===== src/rtl/if_fetch_stage_pkg.sv =====
// Shared fetch-stage definitions: FSM encodings, fetch word layout and the
// canonical bubble instruction reused by downstream flush logic.
package if_fetch_stage_pkg;

  typedef enum logic [1:0] {
    S_REQ  = 2'd0,
    S_WAIT = 2'd1,
    S_KILL = 2'd2,
    S_HOLD = 2'd3
  } fetch_state_e;

  localparam logic [31:0] NOP_INSTR_DEFAULT = 32'h0000_0013;

  typedef struct packed {
    logic [31:0] pc;
    logic [31:0] instr;
  } fetch_word_t;

  typedef struct packed {
    logic [31:0] pc;
    logic [31:0] pc_plus4;
    logic [31:0] instr;
    logic        valid;
  } if_id_t;

  function automatic logic [31:0] pc_plus4(input logic [31:0] pc);
    return pc + 32'd4;
  endfunction

endpackage


===== src/rtl/if_fetch_stage.sv =====
// Fetch stage: owns the fetch PC, issues one outstanding imem request at a time
// and drives the IF/ID register, dropping responses made stale by a redirect.
module if_fetch_stage
  import if_fetch_stage_pkg::*;
#(
  parameter logic [31:0] RESET_PC  = 32'h0000_0000,
  parameter logic [31:0] NOP_INSTR = NOP_INSTR_DEFAULT
) (
  input  logic        clk,
  input  logic        rst_n,
  input  logic        StallF,
  input  logic        StallD,
  input  logic        FlushD,
  input  logic        PCSrc,
  input  logic [31:0] PCTarget,
  output logic        imem_req_valid,
  input  logic        imem_req_ready,
  output logic [31:0] imem_addr,
  input  logic        imem_rsp_valid,
  input  logic [31:0] imem_rsp_data,
  output logic [31:0] IF_ID_pc,
  output logic [31:0] IF_ID_pcPlus4,
  output logic [31:0] IF_ID_instr,
  output logic        IF_ID_valid
);

  localparam if_id_t BUBBLE = '{pc: 32'd0, pc_plus4: 32'd0, instr: NOP_INSTR, valid: 1'b0};

  fetch_state_e state_q, state_d;
  logic [31:0]  pc_q, pc_d;
  fetch_word_t  hold_q, hold_d;
  if_id_t       if_id_q, if_id_d;
  logic         deliver;
  fetch_word_t  deliver_word;
  logic         req_fire;

  // State register
  // NOTE: sequential state uses non-blocking assignments so every register
  // samples pre-edge values regardless of process ordering.
  always_ff @(posedge clk) begin
    if (!rst_n) state_q <= S_REQ;
    else        state_q <= state_d;
  end

  always_ff @(posedge clk) begin
    if (!rst_n) begin
      pc_q    <= RESET_PC;
      hold_q  <= '0;
      if_id_q <= BUBBLE;
    end else begin
      pc_q    <= pc_d;
      hold_q  <= hold_d;
      if_id_q <= if_id_d;
    end
  end

  assign req_fire = imem_req_valid && imem_req_ready;

  // Next-state and PC logic; a redirect always wins so it is never lost.
  // NOTE: every variable gets a default before the case so no latch is inferred.
  always_comb begin
    state_d      = state_q;
    pc_d         = pc_q;
    hold_d       = hold_q;
    deliver      = 1'b0;
    deliver_word = hold_q;
    case (state_q)
      S_REQ: begin
        if (req_fire) state_d = PCSrc ? S_KILL : S_WAIT;
        if (PCSrc)    pc_d    = PCTarget;
      end
      S_WAIT: begin
        if (imem_rsp_valid) begin
          if (PCSrc) begin
            pc_d    = PCTarget;
            state_d = S_REQ;
          end else if (StallD) begin
            hold_d  = '{pc: pc_q, instr: imem_rsp_data};
            state_d = S_HOLD;
          end else begin
            deliver      = 1'b1;
            deliver_word = '{pc: pc_q, instr: imem_rsp_data};
            pc_d         = pc_plus4(pc_q);
            state_d      = S_REQ;
          end
        end else if (PCSrc) begin
          pc_d    = PCTarget;
          state_d = S_KILL;
        end
      end
      S_KILL: begin
        if (PCSrc)          pc_d    = PCTarget;
        if (imem_rsp_valid) state_d = S_REQ;
      end
      S_HOLD: begin
        if (PCSrc) begin
          pc_d    = PCTarget;
          state_d = S_REQ;
        end else if (!StallD) begin
          deliver      = 1'b1;
          deliver_word = hold_q;
          pc_d         = pc_plus4(pc_q);
          state_d      = S_REQ;
        end
      end
      default: state_d = S_REQ;
    endcase
  end

  // IF/ID priority: flush > stall > new instruction > bubble.
  always_comb begin
    if_id_d = BUBBLE;
    if (FlushD)       if_id_d = BUBBLE;
    else if (StallD)  if_id_d = if_id_q;
    else if (deliver) if_id_d = '{pc:       deliver_word.pc,
                                  pc_plus4: pc_plus4(deliver_word.pc),
                                  instr:    deliver_word.instr,
                                  valid:    1'b1};
  end

  // Output logic
  always_comb begin
    imem_req_valid = rst_n && (state_q == S_REQ) && !StallF;
  end

  assign imem_addr     = pc_q;
  assign IF_ID_pc      = if_id_q.pc;
  assign IF_ID_pcPlus4 = if_id_q.pc_plus4;
  assign IF_ID_instr   = if_id_q.instr;
  assign IF_ID_valid   = if_id_q.valid;

endmodule


===== config.mk =====
export PLATFORM = sky130hd
export DESIGN_NAME = if_fetch_stage
export DESIGN_NICKNAME = d
export VERILOG_FILES = /design/src/rtl/if_fetch_stage_pkg.sv /design/src/rtl/if_fetch_stage.sv
export SDC_FILE = /design/constraint.sdc
export NUM_CORES = 1
export LEC_CHECK = 0
export CORE_MARGIN = 3
export CORE_UTILIZATION = 55
export DETAILED_ROUTE_END_ITERATION = 8
export PLACE_DENSITY_LB_ADDON = 0.1
export SKIP_LAST_GASP = 1
export SYNTH_ARGS = -nofsm -noshare
export SYNTH_HDL_FRONTEND = slang
export SYNTH_SLANG_ARGS = --single-unit

===== constraint.sdc =====
create_clock -name clk -period 7.7 [get_ports clk]
set_input_delay 0.77 -clock clk [delete_from_list [all_inputs] [get_ports clk]]
set_output_delay 0.77 -clock clk [all_outputs]
set_load 0.05 [all_outputs]

==> flow_metrics.py <==
metrics = {
    "cts": {
        "htree_levels": 4,
        "cts_tree": "yes",
        "postCtsSetupBuffers": 0,
        "clock_latency_ns": 0.43,
        "numCtsBuffers": 17,
        "ctsHoldBuffers": 0,
        "clk_path_buf_depth": 2,
        "cts_root_buf": "clkbuf_16",
        "post_cts_resized": 0,
        "path_clk_slew_ns": 0.07,
        "cts.sinks": 193,
    },
    "power_and_ir_drop": {
        "p_clk_frac": 0.457,
        "p_seq_frac": 0.466,
        "peakVddDrop_mv": 0.163,
        "intPower_w": 0.00171,
        "p_sw_w": 0.000513,
        "pwr-share-comb": 0.077,
        "sw_frac_of_total": 0.230,
        "pwr_density_cell_mw_per_mm2": 190,
        "leakage_nw": 3.77,
    },
    "drt": {
        "drtIter0Drc": 753,
        "via_count": 8730,
        "drt_pass1_iterations": 6,
        "drc": 0,
        "drt.antenna.violating_nets": 0,
        "drt-vias-per-instance": 5.75,
        "post_drt_wl_per_cell_um": 17.4,
        "wl_um": 26300,
    },
    "worst_setup_path": {
        "end_kind": "flop",
        "arrival_ns": 4.39,
        "cp_max_fo": 24,
        "cp-start-kind": "input pin",
        "required_ns": 8.02,
        "crit_type": "in -> reg",
    },
    "finish": {
        "filler_cell_count": 1300,
        "diodes": 0,
        "fin_nets": 1362,
        "fin_area_mm2": 0.0117,
        "syn2layout_area_growth_pct": 29.5,
        "drive_above_1_share": 0.0530,
    },
    "floorplanning": {
        "rows": 46,
        "fp.dieW_um": 134,
        "die_h_um": 134,
        "start_util": 0.565,
        "io_pins": 202,
        "dieArea_mm2": 0.0180,
        "core_mm2": 0.0160,
    },
    "synth": {
        "async_flop_share": 0,
        "synth_compound_area_frac": 0.198,
        "syn_inst": 1144,
        "mappedNetlistArea_mm2": 0.00904,
        "synth-simple-area-share": 0.243,
        "synth_edf_count": 0,
        "synthFlopType": "dfxtp_1",
        "synthMuxAreaShare": 0.0285,
        "synthesis.nets": 1218,
        "yosysUniqueCellTypes": 58,
        "synth_top_family_by_area": "simple AND/OR/NAND/NOR gates",
        "yosysSeqAreaShare": 0.427,
        "synth-seq-cells": 193,
        "avgSynthCellArea_um2": 7.90,
        "synth_adder_area_share": 0.00277,
        "synthXorXnorAreaFrac": 0.0523,
        "yosysWarningCount": 0,
    },
    "timing": {
        "drv_slew": 0,
        "whs_ns": 0.467,
        "finalCritPeriodShare": 0.529,
        "slew_headroom": 0.298,
        "tightest_slew_ns": 1.05,
        "period_needed_ns": 4.07,
        "finalClockSkew_ns": 0.0100,
        "rsz0062_at_grt": "false",
        "tns_ns": 0,
        "fmax_mhz": 246,
        "finalSetupViolations": 0,
        "fin_ws_ns": 3.63,
        "hold_viol": 0,
    },
    "global_routing": {
        "grt_overflow": 0,
        "antenna_found_initial": 0,
        "track_usage": 0.288,
        "grt_max_degree": 103,
        "grt_pass1_vias": 8425,
        "grt_pass1_wl_um": 42300,
    },
    "min_path": {
        "hold_path_class": "reg -> reg",
    },
    "placement": {
        "place_ws_ns": 3.26,
        "port_buffers": 201,
        "dp_hpwl_um": 17700,
        "gp_congestion": 0.949,
        "dpl_cell_area_mm2": 0.0110,
    },
    "run_status": {
        "status": "complete, no violations",
    },
    "flow_run": {
        "cap_viol_max_count": 0,
    },
}
[final timing paths]
check	slack [ns]	startpoint	cells past startpoint	endpoint
setup / recovery	3.63	PCSrc	12	IF_ID_pcPlus4[26]
hold / removal	0.47	hold_q[3]	2	hold_q[3]
setup reg to reg	4.17	state_q[0]	10	IF_ID_pcPlus4[26]
hold reg to reg	0.47	hold_q[3]	2	hold_q[3]
[sequential cells by signal, summed over array words and instances (netlist names)]
name           cells
IF_ID_pcPlus4     30
IF_ID_pc          32
IF_ID_valid        1
hold_q            64
IF_ID_instr       32
state_q            2
imem_addr         32
[area by class of cell]
cell class                      instances  area, um2  area share
Clock buffer                           20        457      0.0390
Clock inverter                         12        229      0.0196
Multi-Input combinational cell        855       4770       0.407
Timing Repair Buffer                  213       2090       0.179
Inverter                                8       30.0     0.00256
Sequential cell                       193       3860       0.330
Tap cell                              216        270      0.0231
[critical path, cell delays in order]
cell             delay [ns]
clkdlybuf4s50_1        0.40
buf_4                  0.21
nand4bb_1              0.63
nor2_8                 0.55
mux2i_1                0.17
inv_1                  0.10
ha_1                   0.34
nand3_1                0.15
nor3_2                 0.48
o221ai_1               0.20
xor2_1                 0.18
a22o_1                 0.20
[synth_stat cells (2+ instances only)]
cell | instances | area (um2)
nor4_1 | 6 | 37.5
a21oi_1 | 112 | 561
xnor2_1 | 26 | 228
a21boi_0 | 64 | 480
o22ai_1 | 3 | 18.8
mux2i_1 | 19 | 190
mux2_2 | 6 | 67.6
and4_1 | 9 | 78.8
nand2_1 | 267 | 1000
nand2b_1 | 4 | 25.0
nand4_1 | 12 | 75.1
and2_1 | 12 | 75.1
buf_4 | 6 | 45.0
nand3_1 | 28 | 140
or3_1 | 4 | 25.0
a22oi_1 | 14 | 105
a32o_1 | 2 | 20.0
clkbuf_1 | 57 | 214
a22o_1 | 19 | 166
nor3b_1 | 3 | 22.5
o221ai_1 | 2 | 17.5
dfxtp_1 | 193 | 3860
buf_6 | 2 | 22.5
nor2b_1 | 3 | 18.8
o21ai_0 | 41 | 205
o211a_1 | 5 | 50.1
and3_1 | 11 | 68.8
nor3_1 | 9 | 45.0
ha_1 | 2 | 25.0
xor2_1 | 28 | 245
a32oi_1 | 2 | 17.5
o211ai_1 | 4 | 30.0
o31ai_1 | 3 | 22.5
buf_2 | 22 | 110
inv_1 | 8 | 30.0
nor2_1 | 110 | 413
nor3_2 | 5 | 50.1
[per-stage QoR]
step	power, W	std cells	util
after global placement	0.00123	1485	0.689
after global routing	0.00228	1517	0.732
after floorplan	0.00115	1144	-
after detailed placement	0.00123	1485	0.689
after CTS	0.00223	1517	0.732
final	0.00223	1517	0.732
[kinds of logic (layout without fill, tap and decap cells)]
kind of cell	count (synthesis)	count (layout)
simple gates	494	494
compound gates	280	280
flops	193	193
buf+inv	96	253
xor+xnor	54	54
mux	25	25
fa+ha+maj	2	2
[routing by layer]
metal | vias up | track usage | share of wire | wire length (um)
met1 | 4117 | 0.366 | 0.41 | 10900
li1 | 4180 | - | - | -
met2 | 364 | 0.477 | 0.48 | 12500
met3 | 69 | 0.0626 | 0.076 | 2000
met4 | 0 | 0.120 | 0.035 | 911
met5 | - | 0 | 0 | 0
[cells in the final DEF, fill, tap and decap left out, types with 6 or more instances in the layout]
master / instances
a22oi_1: 14
mux2i_1: 19
nor3_1: 9
o21ai_0: 41
nand2_1: 264
clkbuf_16: 17
inv_1: 8
clkdlybuf4s50_1: 199
bufinv_16: 6
a22o_1: 19
xnor2_1: 26
xor2_1: 28
and2_1: 12
nor2_1: 109
a21boi_0: 64
and3_1: 11
dfxtp_1: 193
a21oi_1: 112
mux2_2: 6
nand4_1: 12
buf_4: 12
and4_1: 9
nand3_1: 28
nor4_1: 6
[power by group through the flow]
stage,Sequential [W],Clock (W),Combinational (W)
6_report,0.00104,0.00102,0.000171
3_5_place_dp,0.00106,0,0.000171
3_3_place_gp,0.00106,0,0.000169
4_1_cts,0.00104,0.00102,0.000171
2_1_floorplan,0.00108,0,0.0000633
5_1_grt,0.00104,0.00106,0.000182
(Power assumes the default switching activity.)
